$ cat config.mk
export PLATFORM = sky130hd
export DESIGN_NAME = teknofest_ram_loader
export DESIGN_NICKNAME = d
export VERILOG_FILES = /design/src/rtl/teknofest_ram_loader.sv
export SDC_FILE = /design/constraint.sdc
export NUM_CORES = 1
export LEC_CHECK = 0
export CORE_MARGIN = 4
export CORE_UTILIZATION = 50
export DETAILED_ROUTE_END_ITERATION = 16
export MAX_ROUTING_LAYER = met4
export PLACE_DENSITY = 0.7
export SKIP_LAST_GASP = 1
export SLEW_MARGIN = 20
export SYNTH_ARGS = -nofsm -noshare
export SYNTH_HDL_FRONTEND = slang
export SYNTH_SLANG_ARGS = --single-unit
export TNS_END_PERCENT = 30
$ cat constraint.sdc
create_clock -name clk_i -period 4.3 [get_ports clk_i]
set_input_delay 0.43 -clock clk_i [delete_from_list [all_inputs] [get_ports clk_i]]
set_output_delay 0.43 -clock clk_i [all_outputs]
set_load 0.01 [all_outputs]
$ cat src/rtl/teknofest_ram_loader.sv
// teknofest_ram_loader: UART-driven RAM programmer with write-port arbitration.
// Watches a received byte stream for the MAGIC unlock sequence, then takes a
// 4-byte base word address, a 4-byte word count and count*BPW data bytes
// (all MSB first). It writes each word into the RAM write port and finally
// holds the core in reset for RST_PULSE_CYC cycles.
// Optional feature macro: LOADER_CHECKSUM_EN (trailing 8-bit checksum byte).
//
// Ports:
//   clk_i, rst_ni        clock, asynchronous active-low reset
//   rx_byte_i/rx_valid_i received UART byte and its one-cycle strobe
//   core_wr_*_i          core RAM write port (addr, data, byte strobes)
//   ram_wr_*_o           merged RAM write port (core passthrough or loader)
//   system_reset_no      active-low core reset, pulsed after a good load
//   prog_mode_o          loader owns the RAM write port
//   prog_done_o          one-cycle pulse, load completed
//   prog_err_o           one-cycle pulse, load aborted
module teknofest_ram_loader #(
  parameter int unsigned NB_COL        = 4,
  parameter int unsigned COL_WIDTH     = 8,
  parameter int unsigned ADDR_W        = 17,
  parameter int unsigned MAGIC_LEN     = 9,
  parameter logic [8*MAGIC_LEN-1:0] MAGIC = "TEKNOFEST",
  parameter int unsigned TIMEOUT_CYC   = 1000000,
  parameter int unsigned RST_PULSE_CYC = 16
) (
  input  logic                          clk_i,
  input  logic                          rst_ni,
  input  logic [7:0]                    rx_byte_i,
  input  logic                          rx_valid_i,
  input  logic [ADDR_W-1:0]             core_wr_addr_i,
  input  logic [NB_COL*COL_WIDTH-1:0]   core_wr_data_i,
  input  logic [NB_COL-1:0]             core_wr_strb_i,
  output logic [ADDR_W-1:0]             ram_wr_addr_o,
  output logic [NB_COL*COL_WIDTH-1:0]   ram_wr_data_o,
  output logic [NB_COL-1:0]             ram_wr_strb_o,
  output logic                          system_reset_no,
  output logic                          prog_mode_o,
  output logic                          prog_done_o,
  output logic                          prog_err_o
);

  localparam int unsigned DW    = NB_COL * COL_WIDTH;
  localparam int unsigned BPW   = DW / 8;
  localparam int unsigned BC_W  = $clog2(BPW) + 2;
  localparam int unsigned IDX_W = 5;
  localparam int unsigned TMO_W = $clog2(TIMEOUT_CYC + 1);
  localparam int unsigned RST_W = $clog2(RST_PULSE_CYC + 1);

  typedef enum logic [2:0] {
    S_IDLE,
    S_MAGIC,
    S_BASE,
    S_COUNT,
    S_DATA,
`ifdef LOADER_CHECKSUM_EN
    S_CHECK,
`endif
    S_RESET
  } state_t;

  state_t              state_q;
  logic [IDX_W-1:0]    magic_idx_q;
  logic [BC_W-1:0]     byte_cnt_q;
  logic [23:0]         shift_q;
  logic [DW-1:0]       word_q;
  logic [ADDR_W-1:0]   addr_q;
  logic [31:0]         count_q;
  logic [TMO_W-1:0]    tmo_q;
  logic [RST_W-1:0]    rst_cnt_q;
  logic                wr_pend_q;
  logic [ADDR_W-1:0]   wr_addr_q;
  logic [DW-1:0]       wr_data_q;
  logic                sys_rst_n_q;
  logic                prog_mode_q;
  logic                prog_done_q;
  logic                prog_err_q;
`ifdef LOADER_CHECKSUM_EN
  logic [7:0]          sum_q;
`endif

  // MAGIC is stored first-character-in-the-MSBs, as a string literal packs.
  function automatic logic [7:0] magic_at(input int unsigned i);
    return MAGIC[8*(MAGIC_LEN-1-i) +: 8];
  endfunction

  logic [7:0]    magic_cur;
  logic [7:0]    magic_first;
  logic [31:0]   field_nxt;
  logic [DW-1:0] word_nxt;
  logic          active;

  assign magic_cur   = magic_at(32'(magic_idx_q));
  assign magic_first = magic_at(0);
  assign field_nxt   = {shift_q, rx_byte_i};
  assign word_nxt    = DW'({word_q, rx_byte_i});
  assign active      = (state_q != S_IDLE) && (state_q != S_RESET);

  // Loader FSM with registered status outputs.
  always_ff @(posedge clk_i or negedge rst_ni) begin
    if (!rst_ni) begin
      state_q     <= S_IDLE;
      magic_idx_q <= '0;
      byte_cnt_q  <= '0;
      shift_q     <= '0;
      word_q      <= '0;
      addr_q      <= '0;
      count_q     <= '0;
      tmo_q       <= '0;
      rst_cnt_q   <= '0;
      wr_pend_q   <= 1'b0;
      wr_addr_q   <= '0;
      wr_data_q   <= '0;
      sys_rst_n_q <= 1'b1;
      prog_mode_q <= 1'b0;
      prog_done_q <= 1'b0;
      prog_err_q  <= 1'b0;
`ifdef LOADER_CHECKSUM_EN
      sum_q       <= '0;
`endif
    end else begin
      prog_done_q <= 1'b0;
      prog_err_q  <= 1'b0;
      wr_pend_q   <= 1'b0;

      // Idle-cycle counter; every state change happens on a byte, a timeout
      // or in RESET, so clearing on those covers clearing on state entry.
      if (rx_valid_i || !active) tmo_q <= '0;
      else                       tmo_q <= tmo_q + TMO_W'(1);

      if (active && !rx_valid_i && (tmo_q == TMO_W'(TIMEOUT_CYC - 1))) begin
        // A stalled unlock attempt is not an error; a stalled load is.
        state_q     <= S_IDLE;
        prog_mode_q <= 1'b0;
        byte_cnt_q  <= '0;
        magic_idx_q <= '0;
        prog_err_q  <= (state_q != S_MAGIC);
      end else begin
        case (state_q)
          S_IDLE: begin
            if (rx_valid_i && (rx_byte_i == magic_first)) begin
              byte_cnt_q <= '0;
              if (MAGIC_LEN == 1) begin
                state_q     <= S_BASE;
                prog_mode_q <= 1'b1;
`ifdef LOADER_CHECKSUM_EN
                sum_q       <= '0;
`endif
              end else begin
                state_q     <= S_MAGIC;
                magic_idx_q <= IDX_W'(1);
              end
            end
          end

          S_MAGIC: begin
            if (rx_valid_i) begin
              if (rx_byte_i == magic_cur) begin
                if (magic_idx_q == IDX_W'(MAGIC_LEN - 1)) begin
                  state_q     <= S_BASE;
                  prog_mode_q <= 1'b1;
                  byte_cnt_q  <= '0;
                  magic_idx_q <= '0;
`ifdef LOADER_CHECKSUM_EN
                  sum_q       <= '0;
`endif
                end else begin
                  magic_idx_q <= magic_idx_q + IDX_W'(1);
                end
              end else if (rx_byte_i == magic_first) begin
                // Mismatching byte may itself start a fresh sequence.
                magic_idx_q <= IDX_W'(1);
              end else begin
                state_q     <= S_IDLE;
                magic_idx_q <= '0;
              end
            end
          end

          S_BASE: begin
            if (rx_valid_i) begin
              shift_q    <= field_nxt[23:0];
              byte_cnt_q <= byte_cnt_q + BC_W'(1);
              if (byte_cnt_q == BC_W'(3)) begin
                addr_q     <= ADDR_W'(field_nxt);
                byte_cnt_q <= '0;
                state_q    <= S_COUNT;
              end
            end
          end

          S_COUNT: begin
            if (rx_valid_i) begin
              shift_q    <= field_nxt[23:0];
              byte_cnt_q <= byte_cnt_q + BC_W'(1);
              if (byte_cnt_q == BC_W'(3)) begin
                count_q    <= field_nxt;
                byte_cnt_q <= '0;
                if (field_nxt != 32'd0) begin
                  state_q <= S_DATA;
                end else begin
`ifdef LOADER_CHECKSUM_EN
                  state_q     <= S_CHECK;
`else
                  state_q     <= S_RESET;
                  prog_mode_q <= 1'b0;
                  prog_done_q <= 1'b1;
                  sys_rst_n_q <= 1'b0;
`endif
                end
              end
            end
          end

          S_DATA: begin
            if (rx_valid_i) begin
              word_q     <= word_nxt;
              byte_cnt_q <= byte_cnt_q + BC_W'(1);
`ifdef LOADER_CHECKSUM_EN
              sum_q      <= sum_q + rx_byte_i;
`endif
              if (byte_cnt_q == BC_W'(BPW - 1)) begin
                // Word complete: the write is issued on the following cycle.
                byte_cnt_q <= '0;
                wr_pend_q  <= 1'b1;
                wr_addr_q  <= addr_q;
                wr_data_q  <= word_nxt;
                addr_q     <= addr_q + ADDR_W'(1);
                count_q    <= count_q - 32'd1;
                if (count_q == 32'd1) begin
`ifdef LOADER_CHECKSUM_EN
                  state_q     <= S_CHECK;
`else
                  state_q     <= S_RESET;
                  prog_mode_q <= 1'b0;
                  prog_done_q <= 1'b1;
                  sys_rst_n_q <= 1'b0;
`endif
                end
              end
            end
          end

`ifdef LOADER_CHECKSUM_EN
          S_CHECK: begin
            if (rx_valid_i) begin
              prog_mode_q <= 1'b0;
              if (8'(sum_q + rx_byte_i) == 8'd0) begin
                state_q     <= S_RESET;
                prog_done_q <= 1'b1;
                sys_rst_n_q <= 1'b0;
              end else begin
                state_q    <= S_IDLE;
                prog_err_q <= 1'b1;
              end
            end
          end
`endif

          S_RESET: begin
            if (rst_cnt_q == RST_W'(RST_PULSE_CYC - 1)) begin
              state_q     <= S_IDLE;
              sys_rst_n_q <= 1'b1;
              rst_cnt_q   <= '0;
            end else begin
              rst_cnt_q <= rst_cnt_q + RST_W'(1);
            end
          end

          default: begin
            state_q     <= S_IDLE;
            prog_mode_q <= 1'b0;
          end
        endcase
      end
    end
  end

  // Write-port merge: a pending loader write always wins, even after the
  // FSM has left the programming states.
  always_comb begin
    ram_wr_addr_o = core_wr_addr_i;
    ram_wr_data_o = core_wr_data_i;
    ram_wr_strb_o = core_wr_strb_i;
    if (wr_pend_q) begin
      ram_wr_addr_o = wr_addr_q;
      ram_wr_data_o = wr_data_q;
      ram_wr_strb_o = '1;
    end else if (prog_mode_q) begin
      ram_wr_strb_o = '0;
    end
  end

  assign system_reset_no = sys_rst_n_q;
  assign prog_mode_o     = prog_mode_q;
  assign prog_done_o     = prog_done_q;
  assign prog_err_o      = prog_err_q;

endmodule

==> results of run 1 <==
-- synth_stat cells (all sizes together) (4+ instances only) --
cell     instances  area [sq um]
a21o             8          60.1
a21oi           76           380
a22o             5          43.8
a22oi            6          45.0
a31oi            7          43.8
and3            11          68.8
buf              8          42.5
clkbuf          50           188
dfrtp          187          4680
ha               8           100
inv             18          67.6
mux2           148          1670
nand2           72           270
nand2b           9          56.3
nand3           32           160
nand4           10          77.6
nor2            64           240
nor2b           10          62.6
nor3            25           125
nor4            17           113
o21ai           81           409
o22ai           12          75.1
o2bb2ai          5          43.8
o31ai            4          30.0
o41ai            4          35.0
or2              5          31.3
or3              9          56.3
or4              5          37.5
xnor2           11           104
xor2            10          87.6
-- flip-flops by register name, indices dropped and copies added (netlist names), 3 cells and up --
register and flops:
count_q 32, wr_data_q 32, shift_q 24, word_q 24, tmo_q 20, addr_q 17
wr_addr_q 17, magic_idx_q 5, rst_cnt_q 5, byte_cnt_q 4, state_q 3
-- cell type report --
cell class	count	area (sq um)	area share, %
clock buffers	17	425	3.59
multi-input cells	697	4820	40.7
clock inverters	15	193	1.63
well taps	260	325	2.75
flip-flops and latches	188	4710	39.8
inverters	18	67.6	0.571
repair buffers	131	1300	11.0
-- metal layers --
| metal | part of all wire [%] | vias up | track usage, % |
|---|---|---|---|
| li1 | - | 3684 | - |
| met1 | 45 | 3799 | 31.8 |
| met2 | 47 | 248 | 35.1 |
| met3 | 5.7 | 42 | 4.05 |
| met4 | 2.0 | 0 | 6.79 |
| met5 | 0 | - | - |
-- metrics by stage --
step | util (%) | total power, uW | std cells | hold slack (ns)
after floorplan | - | 4380 | 961 | 0.134
after global placement | 59.0 | 5090 | 1294 | 0.464
after detailed placement | 59.0 | 5160 | 1294 | 0.466
after CTS | 62.3 | 6800 | 1326 | 0.192
after global routing | 62.3 | 7220 | 1326 | 0.205
final | 62.3 | 6780 | 1326 | 0.144
-- how the worst max path moves through the flow --
stage / cells after the start / slack (ns) / endpoint / start
after floorplan: 10 / 1.33 / prog_mode_o / magic_idx_q[0]
after global placement: 10 / 1.20 / byte_cnt_q[1] / magic_idx_q[0]
after detailed placement: 10 / 1.07 / byte_cnt_q[1] / magic_idx_q[0]
after CTS: 9 / 0.99 / prog_mode_o / magic_idx_q[0]
after global routing: 10 / 0.77 / byte_cnt_q[0] / magic_idx_q[0]
final: 10 / 1.01 / byte_cnt_q[1] / magic_idx_q[0]
-- worst reg2reg max path, delay by kind of cell (launching register included) --
kind                       cells  cell delay [ns]
xor gates and xnor gates       2             0.44
buffers and inverters          1             0.14
muxes                          1             0.32
DFF                            1             0.56
adders and majority gates      1             0.33
and+or+nand+nor                3             0.81
AOI/OAI and AO/OA              2             0.56
-- kinds of logic after synthesis --
logic type,Yosys count,share of synthesized area (%)
adders and majority gates,8,1.02
AOI/OAI and AO/OA,233,14.2
xor gates and xnor gates,21,1.95
DFF,188,47.9
and+or+nand+nor,285,14.7
buffers and inverters,76,3.03
muxes,150,17.2
-- power breakdown --
group	switching (uW)	total, uW	leakage [uW]	internal [uW]
clock	778	1630	0.000304	847
combinational	1170	2240	0.00227	1070
sequential	556	2920	0.00239	2360
total	2510	6780	0.00496	4270
==> load_flow_metrics.sql, run 1 <==
INSERT INTO impl_metrics (metric_group, metric, value, unit) VALUES
('place', 'placed_area', '11200', 'sq um'),
('timing', 'worst-slew-pin-transition', '1.10', 'ns'),
('job', 'cap_violations', '0', ''),
('drt', 'vias', '7773', ''),
('place', 'globalplace.congestion', '0.887', ''),
('worst_setup_path', 'critical_path.max_stage_delay', '0.56', 'ns'),
('power_and_ir_drop', 'power.ir.vdd_worst', '336', 'uV'),
('grt', 'via_count_of_the_first_global_routing_pass', '7433', ''),
('clock_tree', 'deepest_level_of_the_cts_h_tree', '4', ''),
('synth', 'postSynthAreaPerCell', '10.2', 'sq um'),
('synth', 'synth.net_count', '1033', ''),
('worst_setup_path', 'timing.critical_path.required', '4.62', 'ns'),
('die', 'die-area', '21900', 'sq um'),
('die', 'floorplan.rows', '50', ''),
('grt', 'global_route_wire_length_before_repair', '39.6', 'mm'),
('grt', 'global_route.usage.total', '23.0', '%'),
('final_layout', 'fillCellCount', '1630', ''),
('worst_setup_path', 'critical_path.top_delay_family', 'simple AND/OR/NAND/NOR gates', ''),
('final_layout', 'final_area', '11800', 'sq um'),
('worst_setup_path', 'worstPathCellList', 'inv_2, ha_1, xnor2_2, or4_1, a311oi_1, xnor2_1, nand4_4, o21bai_2, nand2_1, mux2_1', ''),
('run_status', 'run_status', 'finished, final reports clean', ''),
('timing', 'final_hold_viol_count', '0', ''),
('synth', 'asyncSetResetFlopFracSynth', '100', '%'),
('clock_tree', 'holdBufCountCts', '0', ''),
('synth', 'synth.distinct_cells', '68', ''),
('final_layout', 'nNetsFinal', '1125', ''),
('final_layout', 'mostFrequentLayoutCells', 'sky130_fd_sc_hd__dfrtp_1, sky130_fd_sc_hd__mux2_2, sky130_fd_sc_hd__clkdlybuf4s50_1', ''),
('grt', 'number_of_antenna_violations_at_the_first_check_in_global_routing', '0', ''),
('die', 'core_box_area', '19000', 'sq um'),
('clock_tree', 'total_setup_buffers_inserted_after_cts', '0', ''),
('drt', 'drt_drc_violations_left', '0', ''),
('worst_setup_path', 'r2r_setup_slack', '1.01', 'ns'),
('grt', 'grt_max_degree', '122', ''),
('clock_tree', 'root_buffer_master', 'sky130_fd_sc_hd__clkbuf_16', ''),
('synth', 'yosys_most_used_dff', 'sky130_fd_sc_hd__dfrtp_1', ''),
('timing', 'setup_repair_after_global_routing_missed_its_margin', 'false', ''),
('power_and_ir_drop', 'power_leakage', '0.00496', 'uW'),
('final_layout', 'drive_above_1_share', '20.0', '%'),
('final_layout', 'insertedDiodeCount', '0', ''),
('timing', 'final_period_util', '76.4', '%'),
('clock_tree', 'clock_latency', '0.43', 'ns'),
('power_and_ir_drop', 'power.density', '572', 'nW/um^2'),
('drt', 'final_antenna_net_count', '0', ''),
('worst_setup_path', 'cp.arrival', '3.60', 'ns'),
('timing', 'finalWorstSetupSlack', '1.01', 'ns'),
('final_layout', 'layout.cells.most_common', 'sky130_fd_sc_hd__dfrtp_1', ''),
('clock_tree', 'post_cts_resized', '0', ''),
('place', 'pre_cts_ws', '1.07', 'ns'),
('drt', 'vias_per_cell', '5.86', ''),
('clock_tree', 'cts_made_buffers', '17', ''),
('drt', 'routedWlPerCell', '18.5', 'um'),
('synth', 'syn_inst', '961', ''),
('timing', 'setup_viol_count_final', '0', ''),
('clock_tree', 'cts_max_path_buffers', '2', ''),
('synth', 'postSynthRegisterBits', '188', ''),
('place', 'port-buffer-count', '120', ''),
('synth', 'synth_sequential_area_ratio', '47.9', '%'),
('worst_setup_path', 'critical_path.reg2reg.startpoint', 'magic_idx_q[0]', ''),
('synth', 'netlist_area', '9810', 'sq um'),
('drt', 'first_iter_violations', '693', ''),
('die', 'chipWidth', '148', 'um'),
('timing', 'fin_skew', '0.0104', 'ns'),
('timing', 'slew_headroom', '26.6', '%'),
('worst_setup_path', 'worst_setup_path_end_kind', 'flip-flop', ''),
('worst_setup_path', 'regToRegEndpoint', 'byte_cnt_q[1]', ''),
('clock_tree', 'cts.sinks', '188', ''),
('place', 'place_hpwl', '17.3', 'mm'),
('worst_setup_path', 'reg2reg_depth', '10', ''),
('worst_setup_path', 'critical_path_top_delay_cell', 'sky130_fd_sc_hd__dfrtp_1', ''),
('timing', 'timing.fmax', '304', 'MHz'),
('worst_setup_path', 'critPathLaunchType', 'flip-flop', '');
No activity file was read; power rests on OpenSTA's default activity.
==> run 2, diff against run 1 <==
--- a/config.mk
+++ b/config.mk
@@ -9,7 +9,7 @@
 export CORE_UTILIZATION = 50
 export DETAILED_ROUTE_END_ITERATION = 16
 export MAX_ROUTING_LAYER = met4
-export PLACE_DENSITY = 0.7
+export PLACE_DENSITY = 0.73
 export SKIP_LAST_GASP = 1
 export SLEW_MARGIN = 20
 export SYNTH_ARGS = -nofsm -noshare
==> constraint.sdc (replaced) <==
create_clock -name clk_i -period 2.9 [get_ports clk_i]
set_input_delay 0.29 -clock clk_i [delete_from_list [all_inputs] [get_ports clk_i]]
set_output_delay 0.29 -clock clk_i [all_outputs]
set_load 0.01 [all_outputs]
==> run 2 against run 1 <==
Effect of this change: via count increased by 1.9%; critical path depth shrank 1; combinational power rose by 56%; clock-buffer cell count stayed put; worst setup slack got worse by 0.82 ns; core utilization up 1.5 points; critical path type unchanged.
==> load_flow_metrics.sql, run 2 (same netlist as run 1, synthesis figures left out) <==
INSERT INTO impl_metrics (metric_group, metric, value, unit) VALUES
('clock_tree', 'cts_tree', 'yes', ''),
('timing', 'finalWorstSetupSlack', '0.195', 'ns'),
('timing', 'final_period_util', '93.3', '%'),
('drt', 'drt_first_pass_iters', '6', ''),
('worst_setup_path', 'critical_path_buf_inv_count', '1', ''),
('timing', 'worst-slew-pin-transition', '0.923', 'ns'),
('power_and_ir_drop', 'sw_share', '36.8', '%'),
('clock_tree', 'cts_made_buffers', '17', ''),
('final_layout', 'largest_registers', 'count_q: 32 flops, wr_data_q: 32 flops', ''),
('min_path', 'holdCritPathClass', 'input pin to asynchronous set/reset pin', ''),
('timing', 'timing.fmax', '370', 'MHz'),
('die', 'io-pin-count', '121', ''),
('drt', 'vias', '7923', ''),
('clock_tree', 'clk_transition_reported_paths', '0.07', 'ns'),
('place', 'globalplace.congestion', '0.906', ''),
('grt', 'via_count_of_the_first_global_routing_pass', '7679', ''),
('final_layout', 'fillCellCount', '1567', ''),
('final_layout', 'nNetsFinal', '1161', ''),
('final_layout', 'layout.cells.most_common', 'sky130_fd_sc_hd__dfrtp_1', ''),
('drt', 'routedWlPerCell', '18.1', 'um'),
('timing', 'fin_skew', '0.00935', 'ns'),
('clock_tree', 'deepest_level_of_the_cts_h_tree', '4', ''),
('clock_tree', 'clock_latency', '0.43', 'ns'),
('clock_tree', 'cts_max_path_buffers', '2', ''),
('place', 'pre_cts_ws', '0.152', 'ns'),
('timing', 'totalNegativeSetupSlack', '0', 'ns'),
('drt', 'final_antenna_net_count', '0', ''),
('timing', 'final_hold_viol_count', '0', ''),
('worst_setup_path', 'worstPathCellList', 'inv_1, ha_1, xnor2_2, or4_1, a311oi_2, xnor2_1, nand4_4, or4_1, a21oi_1', ''),
('final_layout', 'syn2layout_area_growth', '23.6', '%'),
('grt', 'grt-ovfl-total', '0', ''),
('worst_setup_path', 'critical_path_top_delay_cell', 'sky130_fd_sc_hd__or4_1', ''),
('power_and_ir_drop', 'clockPowerShare', '22.7', '%'),
('timing', 'setup_viol_count_final', '0', ''),
('final_layout', 'mostFrequentLayoutCells', 'sky130_fd_sc_hd__dfrtp_1, sky130_fd_sc_hd__mux2_2, sky130_fd_sc_hd__clkdlybuf4s50_1', ''),
('place', 'port-buffer-count', '120', ''),
('worst_setup_path', 'cp.arrival', '3.07', 'ns'),
('grt', 'global_route.usage.total', '23.6', '%'),
('final_layout', 'insertedDiodeCount', '0', ''),
('drt', 'drt_drc_violations_left', '0', ''),
('timing', 'layout_min_cycle_time', '2.70', 'ns'),
('worst_setup_path', 'critical_path.max_stage_delay', '0.54', 'ns'),
('clock_tree', 'root_buffer_master', 'sky130_fd_sc_hd__clkbuf_16', ''),
('power_and_ir_drop', 'internal-power', '6350', 'uW'),
('power_and_ir_drop', 'comb_power_share', '34.8', '%'),
('timing', 'setup_repair_after_global_routing_missed_its_margin', 'false', ''),
('worst_setup_path', 'crit_path_class', 'flip-flop to flip-flop', ''),
('drt', 'vias_per_cell', '5.82', ''),
('grt', 'global_route_wire_length_before_repair', '40.7', 'mm'),
('clock_tree', 'cts.sinks', '188', ''),
('die', 'core_box_area', '19000', 'sq um'),
('die', 'floorplan.die.height', '148', 'um'),
('worst_setup_path', 'critPathLaunchType', 'flip-flop', ''),
('power_and_ir_drop', 'power_leakage', '0.00514', 'uW'),
('die', 'die-area', '21900', 'sq um'),
('timing', 'maxSlewViolCount', '0', ''),
('run_status', 'run_status', 'finished, final reports clean', ''),
('grt', 'grt_max_degree', '74', ''),
('drt', 'first_iter_violations', '701', ''),
('power_and_ir_drop', 'power.density', '828', 'nW/um^2'),
('final_layout', 'layout.area.seq', '4710', 'sq um'),
('final_layout', 'total_area_of_multi_input_combinational_cells', '4830', 'sq um'),
('drt', 'postRouteWirelength', '24.7', 'mm'),
('worst_setup_path', 'worst_setup_path_end_kind', 'flip-flop', ''),
('die', 'floorplan.rows', '50', ''),
('die', 'floorplan.initialDensity', '51.6', '%'),
('final_layout', 'drive_above_1_share', '22.6', '%'),
('power_and_ir_drop', 'netSwitchingPower', '3700', 'uW'),
('power_and_ir_drop', 'totalPowerFinal', '10000', 'uW'),
('worst_setup_path', 'crit_fanout', '8', ''),
('place', 'place_hpwl', '17.4', 'mm'),
('timing', 'slew_headroom', '38.5', '%'),
('job', 'cap_violations', '0', ''),
('power_and_ir_drop', 'power.share.sequential', '42.5', '%'),
('clock_tree', 'post_cts_resized', '0', ''),
('die', 'chipWidth', '148', 'um'),
('worst_setup_path', 'timing.critical_path.required', '3.26', 'ns'),
('worst_setup_path', 'cp_common_cell', 'sky130_fd_sc_hd__or4_1', ''),
('grt', 'number_of_antenna_violations_at_the_first_check_in_global_routing', '0', ''),
('worst_setup_path', 'critical_path.top_delay_family', 'simple AND/OR/NAND/NOR gates', ''),
('power_and_ir_drop', 'power.ir.vdd_worst', '555', 'uV');
==> run 2: changes by cell type in the layout (fill, tap and decap cells not counted), sizes merged <==
| cell | before | now |
|---|---|---|
| bufinv | 1 | 0 |
| buf | 11 | 46 |
| dlygate4sd3 | 0 | 1 |
| clkinvlp | 0 | 1 |
==> run 2: area by class of cell <==
cell class | instances | share of cell area (%)
multi-input cells | 697 | 39.8
flip-flops and latches | 188 | 38.8
repair buffers | 167 | 13.4
clock buffers | 17 | 3.51
well taps | 260 | 2.68
clock inverters | 15 | 1.26
inverters | 18 | 0.557
==> run 2: through the flow <==
stage                     hold slack (ns)  area [sq um]  utilization (%)  std cells
after floorplan                  -0.00559          9820                -        961
after global placement              0.345         11500             60.6       1327
final                               0.433         12100             63.8       1362
after CTS                           0.442         12100             63.7       1360
after global routing                0.483         12100             63.8       1362
after detailed placement            0.346         11500             60.6       1327
==> run 2: worst paths after layout <==
path | from | to | depth (start not counted) | slack (ns)
worst max register to register | magic_idx_q[1] | prog_mode_o | 9 | 0.20
min in group clk_i | rst_cnt_q[4] | rst_cnt_q[4] | 1 | 0.49
max in group asynchronous | rst_ni | wr_data_q[5] | 3 | 1.68
worst max-delay path | magic_idx_q[1] | prog_mode_o | 9 | 0.20
worst min register to register | rst_cnt_q[4] | rst_cnt_q[4] | 1 | 0.49
worst min-delay path | rst_ni | tmo_q[14] | 2 | 0.43
==> run 2: timing repair <==
item                                    CTS  global route
endpoints found under the setup margin    0             3
hold endpoints to repair                 69             0
hold buffers                              1             0
buffers inserted                          0             2
==> run 2: metal layers <==
layer / part of all wire, % / GRT usage (%)
met5: 0 / -
met4: 1.8 / 6.19
met3: 5.2 / 3.78
met2: 49 / 37.9
met1: 44 / 31.6
==> run 2: power by group through the flow <==
stage,logic (uW),registers (uW),clock network (uW)
3_3_place_gp,3370,4270,0
5_1_grt,3910,4400,2430
3_5_place_dp,3460,4300,0
2_1_floorplan,2500,3990,0
4_1_cts,3500,4260,2330
6_report,3490,4270,2280
